==> src/rtl/fetch_unit.sv <==
// Instruction-fetch stage: owns the PC, issues reads to a 1-cycle-latency imem, and buffers returned words in a prefetch FIFO.
// Optional misaligned-redirect trap enabled by defining FETCH_MISALIGN_TRAP_EN.
module fetch_unit #(
   parameter logic [63:0] RESET_PC   = 64'h0,
   parameter int          FIFO_DEPTH = 2,
   parameter logic [63:0] PC_STEP    = 64'd4
) (
   input  logic        clock,
   input  logic        reset,
   output logic [31:0] imem_raddr,
   output logic        imem_rd_en,
   input  logic [31:0] imem_rdata,
   output logic [31:0] instr,
   output logic [63:0] instr_pc,
   output logic        instr_valid,
   input  logic        instr_ready,
   input  logic        redirect,
   input  logic [63:0] redirect_pc
`ifdef FETCH_MISALIGN_TRAP_EN
   ,
   output logic        fetch_fault,
   output logic [63:0] fault_pc
`endif
);

   localparam int PW = $clog2(FIFO_DEPTH);
   localparam int CW = PW + 1;

   typedef enum logic [1:0] {BOOT, RUN, FLUSH} state_t;

   state_t          state;
   logic [63:0]     fetchPc;
   logic [PW-1:0]   rdPtr, wrPtr;
   logic [CW-1:0]   count;
   logic            epoch;
   logic            vld_p1;
   logic [63:0]     pc_p1;
   logic            epoch_p1;
   logic [31:0]     instrMem [FIFO_DEPTH];
   logic [63:0]     pcMem    [FIFO_DEPTH];
   logic            pop, push, issue, faultNow;
   logic [CW:0]     occupancy;
   logic [63:0]     loadPc;

   function automatic logic [63:0] alignPc(input logic [63:0] pc);
      return pc & ~64'h3;
   endfunction

`ifdef FETCH_MISALIGN_TRAP_EN
   logic misaligned;
   assign misaligned = (redirect_pc[1:0] != 2'b00);
   assign faultNow   = fetch_fault;
   assign loadPc     = redirect_pc;
`else
   assign faultNow   = 1'b0;
   assign loadPc     = alignPc(redirect_pc);
`endif

   assign instr_valid = (count != '0);
   assign pop         = instr_valid & instr_ready;
   // Slots already claimed (buffered + in flight) after this cycle's pop must leave room for a new request.
   assign occupancy   = (CW+1)'(count) + (CW+1)'(vld_p1) - (CW+1)'(pop);
   assign issue       = !reset && (state == RUN) && !redirect && (occupancy < (CW+1)'(FIFO_DEPTH));
   assign push        = vld_p1 && (epoch_p1 == epoch) && !redirect;
   assign imem_rd_en  = issue;
   assign imem_raddr  = fetchPc[31:0];
   assign instr       = instr_valid ? instrMem[rdPtr] : '0;
   assign instr_pc    = instr_valid ? pcMem[rdPtr]    : '0;

   // p0 -> p1: control state, request tracking and FIFO bookkeeping
   always_ff @(posedge clock) begin
      if (reset) begin
         state    <= BOOT;
         fetchPc  <= RESET_PC;
         count    <= '0;
         rdPtr    <= '0;
         wrPtr    <= '0;
         epoch    <= 1'b0;
         epoch_p1 <= 1'b0;
         vld_p1   <= 1'b0;
`ifdef FETCH_MISALIGN_TRAP_EN
         fetch_fault <= 1'b0;
         fault_pc    <= '0;
`endif
      end else if (redirect) begin
         state   <= FLUSH;
         fetchPc <= loadPc;
         count   <= '0;
         rdPtr   <= '0;
         wrPtr   <= '0;
         epoch   <= ~epoch;
         vld_p1  <= 1'b0;
`ifdef FETCH_MISALIGN_TRAP_EN
         fetch_fault <= misaligned;
         if (misaligned) fault_pc <= redirect_pc;
`endif
      end else begin
         case (state)
            BOOT:    state <= RUN;
            RUN:     state <= RUN;
            FLUSH:   if (!faultNow) state <= RUN;
            default: state <= BOOT;
         endcase
         vld_p1 <= issue;
         if (issue) begin
            fetchPc  <= fetchPc + PC_STEP;
            epoch_p1 <= epoch;
         end
         if (push) wrPtr <= wrPtr + 1'b1;
         if (pop)  rdPtr <= rdPtr + 1'b1;
         count <= count + CW'(push) - CW'(pop);
      end
   end

   // p1 -> FIFO: request PC and returned word, no reset on data
   always_ff @(posedge clock) begin
      if (issue) pc_p1 <= fetchPc;
      if (push) begin
         instrMem[wrPtr] <= imem_rdata;
         pcMem[wrPtr]    <= pc_p1;
      end
   end

endmodule
==> config.mk <==
export PLATFORM = sky130hd
export DESIGN_NAME = fetch_unit
export DESIGN_NICKNAME = d
export VERILOG_FILES = /design/src/rtl/fetch_unit.sv
export SDC_FILE = /design/constraint.sdc
export NUM_CORES = 1
export LEC_CHECK = 0
export ABC_AREA = 1
export BUFFER_PORTS_ARGS = -buffer_cell sky130_fd_sc_hd__buf_2
export CAP_MARGIN = 20
export CORE_MARGIN = 2
export CORE_UTILIZATION = 60
export DETAILED_ROUTE_END_ITERATION = 8
export PLACE_DENSITY_LB_ADDON = 0.1
export SLEW_MARGIN = 15
export SYNTH_ARGS = -nofsm -noshare
export SYNTH_HDL_FRONTEND = slang
export SYNTH_SLANG_ARGS = --single-unit
==> constraint.sdc <==
create_clock -name clock -period 10.85 [get_ports clock]
set_input_delay 1.6275 -clock clock [delete_from_list [all_inputs] [get_ports clock]]
set_output_delay 1.6275 -clock clock [all_outputs]
set_load 0.1 [all_outputs]
Yosys cells after proc, flatten, opt, wreduce, memory -nomap -nowiden --
Memories as Yosys holds them, arrays and structs flattened. A register that Yosys moved wholly into a read port is not among the register bits. Cells that the tools add are included.
Operators by class: add/subtract/negate cells 7, multipliers 0, divide/modulo/power cells 0, magnitude comparators 1, equal/unequal tests 3, shift operators 0, multiplexer cells 12, bitwise operators 3, reduce and logical (&&, ||, !) cells 13
Operators by type and width (count):
- $mux 64 | 3
- $add 64x3->64 const B | 1
- $mux 32 | 1
- $mux 1 | 7
- $logic_and 1x1->1 | 5
- $reduce_bool 2->1 | 2
- $add 2x1->3 | 1
- $lt 3x2->1 const B | 1
- $reduce_or 3->1 | 1
- $sub 3x1->3 | 1
- $add 1x1->1 const B | 2
- $add 2x1->2 | 1
- $eq 2x1->1 const B | 1
- $eq 2x2->1 const B | 1
- $logic_not 1->1 | 2
- $logic_not 2->1 | 1
- $mux 2 | 1
- $not 1->1 | 2
- $reduce_and 2->1 | 1
- $reduce_or 2->1 | 1
- $sub 2x1->2 | 1
- $and 1x1->1 | 1
- $eq 1x1->1 | 1
Storage, ports and cells: flip-flop bits (word level) 137, bits in latches 0, bits in writable memories 192, bits in read-only memories 0, input port bits 100, output and inout port bits 130, word-level logic and storage cells 52, memories 2
Memories:
- pcMem | words 2, width 64, rd ports 1, clocked after memory_dff 1, wr ports 1, line 40 | logic [63:0] pcMem [FIFO_DEPTH];
- instrMem | words 2, width 32, rd ports 1, clocked after memory_dff 1, wr ports 1, line 39 | logic [31:0] instrMem [FIFO_DEPTH];

Depth between registers and ports, before layout --
depth in word-level cells 7, gate-level depth with buffers 19, depth with buffers taken out 18

Least setup slack after synthesis --
Ideal clock, no wire load.
path type input-to-reg, start point in redirect, end point mem instrMem[0][0], enable pin, setup time 0.548 ns, arrival 5.933 ns, required time 10.302 ns, slack 4.369 ns, stages 4, path buffers 1, path through buf_6 > inv_6 > o211ai_1 > nor2_1
On the way: word-level cells in the longest chain between the ends 4
RTL lines:
- start: declaration | line 17 | input logic redirect,
- $logic_not 1->1 | line 64 | assign push = vld_p1 && (epoch_p1 == epoch) && !redirect;
- $logic_and 1x1->1 | line 64
- $mux 1 | line 118 | if (push) begin
- $mux 1 (implied by the code) | line 119 | instrMem[wrPtr] <= imem_rdata;
- end: declaration | line 39
No other way between the ends.

Final worst setup path --
start point in instr_ready, end point out imem_rd_en
On the way: word-level cells in the longest chain between the ends 4
RTL lines:
- start: declaration | line 16 | input logic instr_ready,
- $and 1x1->1 | line 60 | assign pop = instr_valid & instr_ready;
- net pop | line 41 | logic pop, push, issue, faultNow;
- $sub 3x1->3 | line 62 | assign occupancy = (CW+1)'(count) + (CW+1)'(vld_p1) - (CW+1)'(pop);
- $lt 3x2->1 | line 63 | assign issue = !reset && (state == RUN) && !redirect && (occupancy < (CW+1)'(FIFO_DEPTH));
- $logic_and 1x1->1 | line 63
- end: declaration | line 11 | output logic imem_rd_en,
The timed path passes the listed nets, and every way through them passes these cells.

==> out/metrics.csv <==
metric;value;unit
initial antenna violation count;3;
root cell of the clock tree;clkbuf_16;
# DRC;0;
RSZ-0062 raised after global routing;false;
Cell variety after synth;37;
number of synthesized flops with an enable pin;250;
CP startpoint kind;primary input;
Core ar.;23500;um2
MaxCap Viol Count;0;
worst endpoint data arrival time;4540;ps
vias per inst;5.40;
CTS Hold Bufs;0;
die area;25200;um2
CP Capture Type;output pin;
CTS sink cnt;322;
Synth warnings;0;
I/O Buffers;223;
register area share after synthesis;0.624;
slowest stage delay, CP;650;ps
Area Growth Syn to Fin;14.9;%
critical path depth in cells;13;
final WL;35500;um
Crit-path slowest cell;inv_4;
Post-CTS Setup Repair Bufs;0;
die span in x;159;um
depth of the CTS H-tree;1;
Max Clk Rate;162;MHz
Tightest Pin Transition;1050;ps
All-Layer GR Usage;0.279;
nets;1802;
P_leak;0.00639;uW
Synth async-reset ratio;0;
Worst Setup SP;instr_ready;
worst vdd ir;0.000160;V
drt wl/cell;17.4;um
routed vias;11000;
RR Endpoint;fetchPc[61];
worst endpoint required time;9220;ps
Seq cells post-synth;322;
Critical Path End;imem_rd_en;
clock skew;15.9;ps
First-pass DRT Iterations;5;
Avg Cell Area, Syn;9.45;um2
CTS tree;yes;
starting density of the core;0.611;
GR peak layer;met2;
top cells by count, synth;nand2_1, edfxtp_1, a21oi_1;
Placer Congestion;0.936;
# resized after CTS;0;
share of cells above drive strength 1;0.184;
CTS Buf Count;31;
count leader, synth;nand2_1;
Max Buffers Root-to-Sink;3;
Power, Total;2590;uW
largest cells by area after synthesis;edfxtp_1, nand2_1, dfxtp_1, a21oi_1, nor2_1;
final-report hold violation count;0;
Setup CP Type;in2out;
1st-iter DRT viols;961;
num rows;56;
count of pins over their slew limit;0;
Post-DP HPWL;24300;um
gr ovfl total;0;
FF-to-FF setup slack;6110;ps
Mapped Area;14300;um2
Reg2Reg Launch Point;count[1];
largest net degree at the start of global routing;89;
relative slew slack;0.298;
met3 usage;0.0427;
final setup violation count;0;
met2 GRT Util;0.459;
status;finished, final reports clean;
final period utilization;0.569;
Main synth FF type;edfxtp_1;
number of global-route vias before repair;10100;
CP Max Fanout;55;
first-pass GRT wire length;53600;um
Clock Pin Slew Worst Setup and Hold Paths;60;ps
Routed Antenna Nets;0;
total negative slack;0;ps
post-synth top area share;0.523;
Tmin final;6170;ps
I/O Pins;230;
GRT met1 Usage;0.390;
area leader, netlist;edfxtp_1;
hold_sp;pc_p1[62];
die height;159;um
Cell Chain, Critical Path;buf_2, nand2_1, inv_1, ha_1, inv_1, nand2_1, fa_1, inv_1, nor2_1, nor3_2, nand2_1, inv_4, buf_2;
worst skew pair latency;570;ps
HP Class;reg2reg;
Crit path max-delay family;buffers and inverters;
Worst Path Buf+Inv;6;
Cells after Synth;1518;
Cell Pwr Density;157;nW/um2
worst r2r path cells;19;
worst min path at each step:
| stage | depth (start not counted) | slack [ps] | to |
|---|---|---|---|
| after detailed placement | 0 | 430 | pcMem[1][19] |
| final | 0 | 440 | pcMem[1][62] |
| after CTS | 0 | 440 | pcMem[1][62] |
| after floorplan | 0 | 420 | pcMem[0][10] |
| after global placement | 0 | 420 | pcMem[0][38] |
| after global routing | 0 | 450 | pcMem[0][26] |
kinds of logic (layout without fill, tap and decap cells):
group	count (synthesis)	in the layout	share of synthesized area
simple gates	730	730	0.207
flops	322	322	0.624
compound gates	235	235	0.0843
buf+inv	205	406	0.0674
xor+xnor	20	20	0.0122
fa+ha+maj	5	5	0.00488
other cells	1	6	0.000261
through the flow:
step	area, um2	hold WS [ps]	instances	util	setup WS, ps
2_1_floorplan	14400	421	1521	-	4370
3_3_place_gp	15400	422	1981	0.657	4790
3_5_place_dp	15500	429	1982	0.659	4730
4_1_cts	16500	442	2040	0.701	4710
5_1_grt	16500	448	2043	0.702	4450
6_report	16500	443	2043	0.702	4680
cells in the final DEF, fill, tap and decap left out, drive strengths merged:
| cell type | count |
|---|---|
| nand3 | 41 |
| edfxtp | 250 |
| nand4 | 14 |
| o21ai | 65 |
| buf | 233 |
| or2 | 1 |
| a21oi | 151 |
| conb | 4 |
| clkinvlp | 2 |
| o21bai | 3 |
| xnor2 | 2 |
| a22oi | 1 |
| a31oi | 11 |
| fa | 1 |
| nor3 | 4 |
| o211ai | 4 |
| clkinv | 7 |
| ha | 4 |
| dfxtp | 72 |
| bufinv | 1 |
| inv | 116 |
| nand3b | 1 |
| nand2 | 502 |
| diode | 2 |
| clkbuf | 47 |
| and2 | 1 |
| nor2 | 166 |
| xor2 | 18 |
metal layers:
layer	part of all wire	up-vias
li1	-	5366
met5	0.00037	-
met2	0.47	425
met3	0.076	49
met4	0.023	2
met1	0.43	5184
cell type report:
type | instances | area, um2
clock buffers | 47 | 916
clock inverters | 11 | 85.1
diodes | 2 | 5.00
inverters | 115 | 439
flip-flops and latches | 322 | 8950
multi-input cells | 994 | 4470
repair buffers | 233 | 1220
fillers | 1834 | 6990
well taps | 319 | 399
where the power goes:
| part | internal (uW) | leakage [uW] | switching, uW |
|---|---|---|---|
| sequential | 1350 | 0.00284 | 32.7 |
| combinational | 42.0 | 0.00306 | 132 |
| clock | 603 | 0.000488 | 437 |
registers in the layout (all words and copies together) (netlist names), named ones only:
| register | cells |
|---|---|
| instrMem | 64 |
| epoch | 1 |
| fetchPc | 62 |
| wrPtr | 1 |
| count | 2 |
| vld_p1 | 1 |
| pc_p1 | 62 |
| state | 2 |
| pcMem | 124 |
| epoch_p1 | 1 |
| rdPtr | 1 |
No activity file was read; power rests on OpenSTA's default activity.
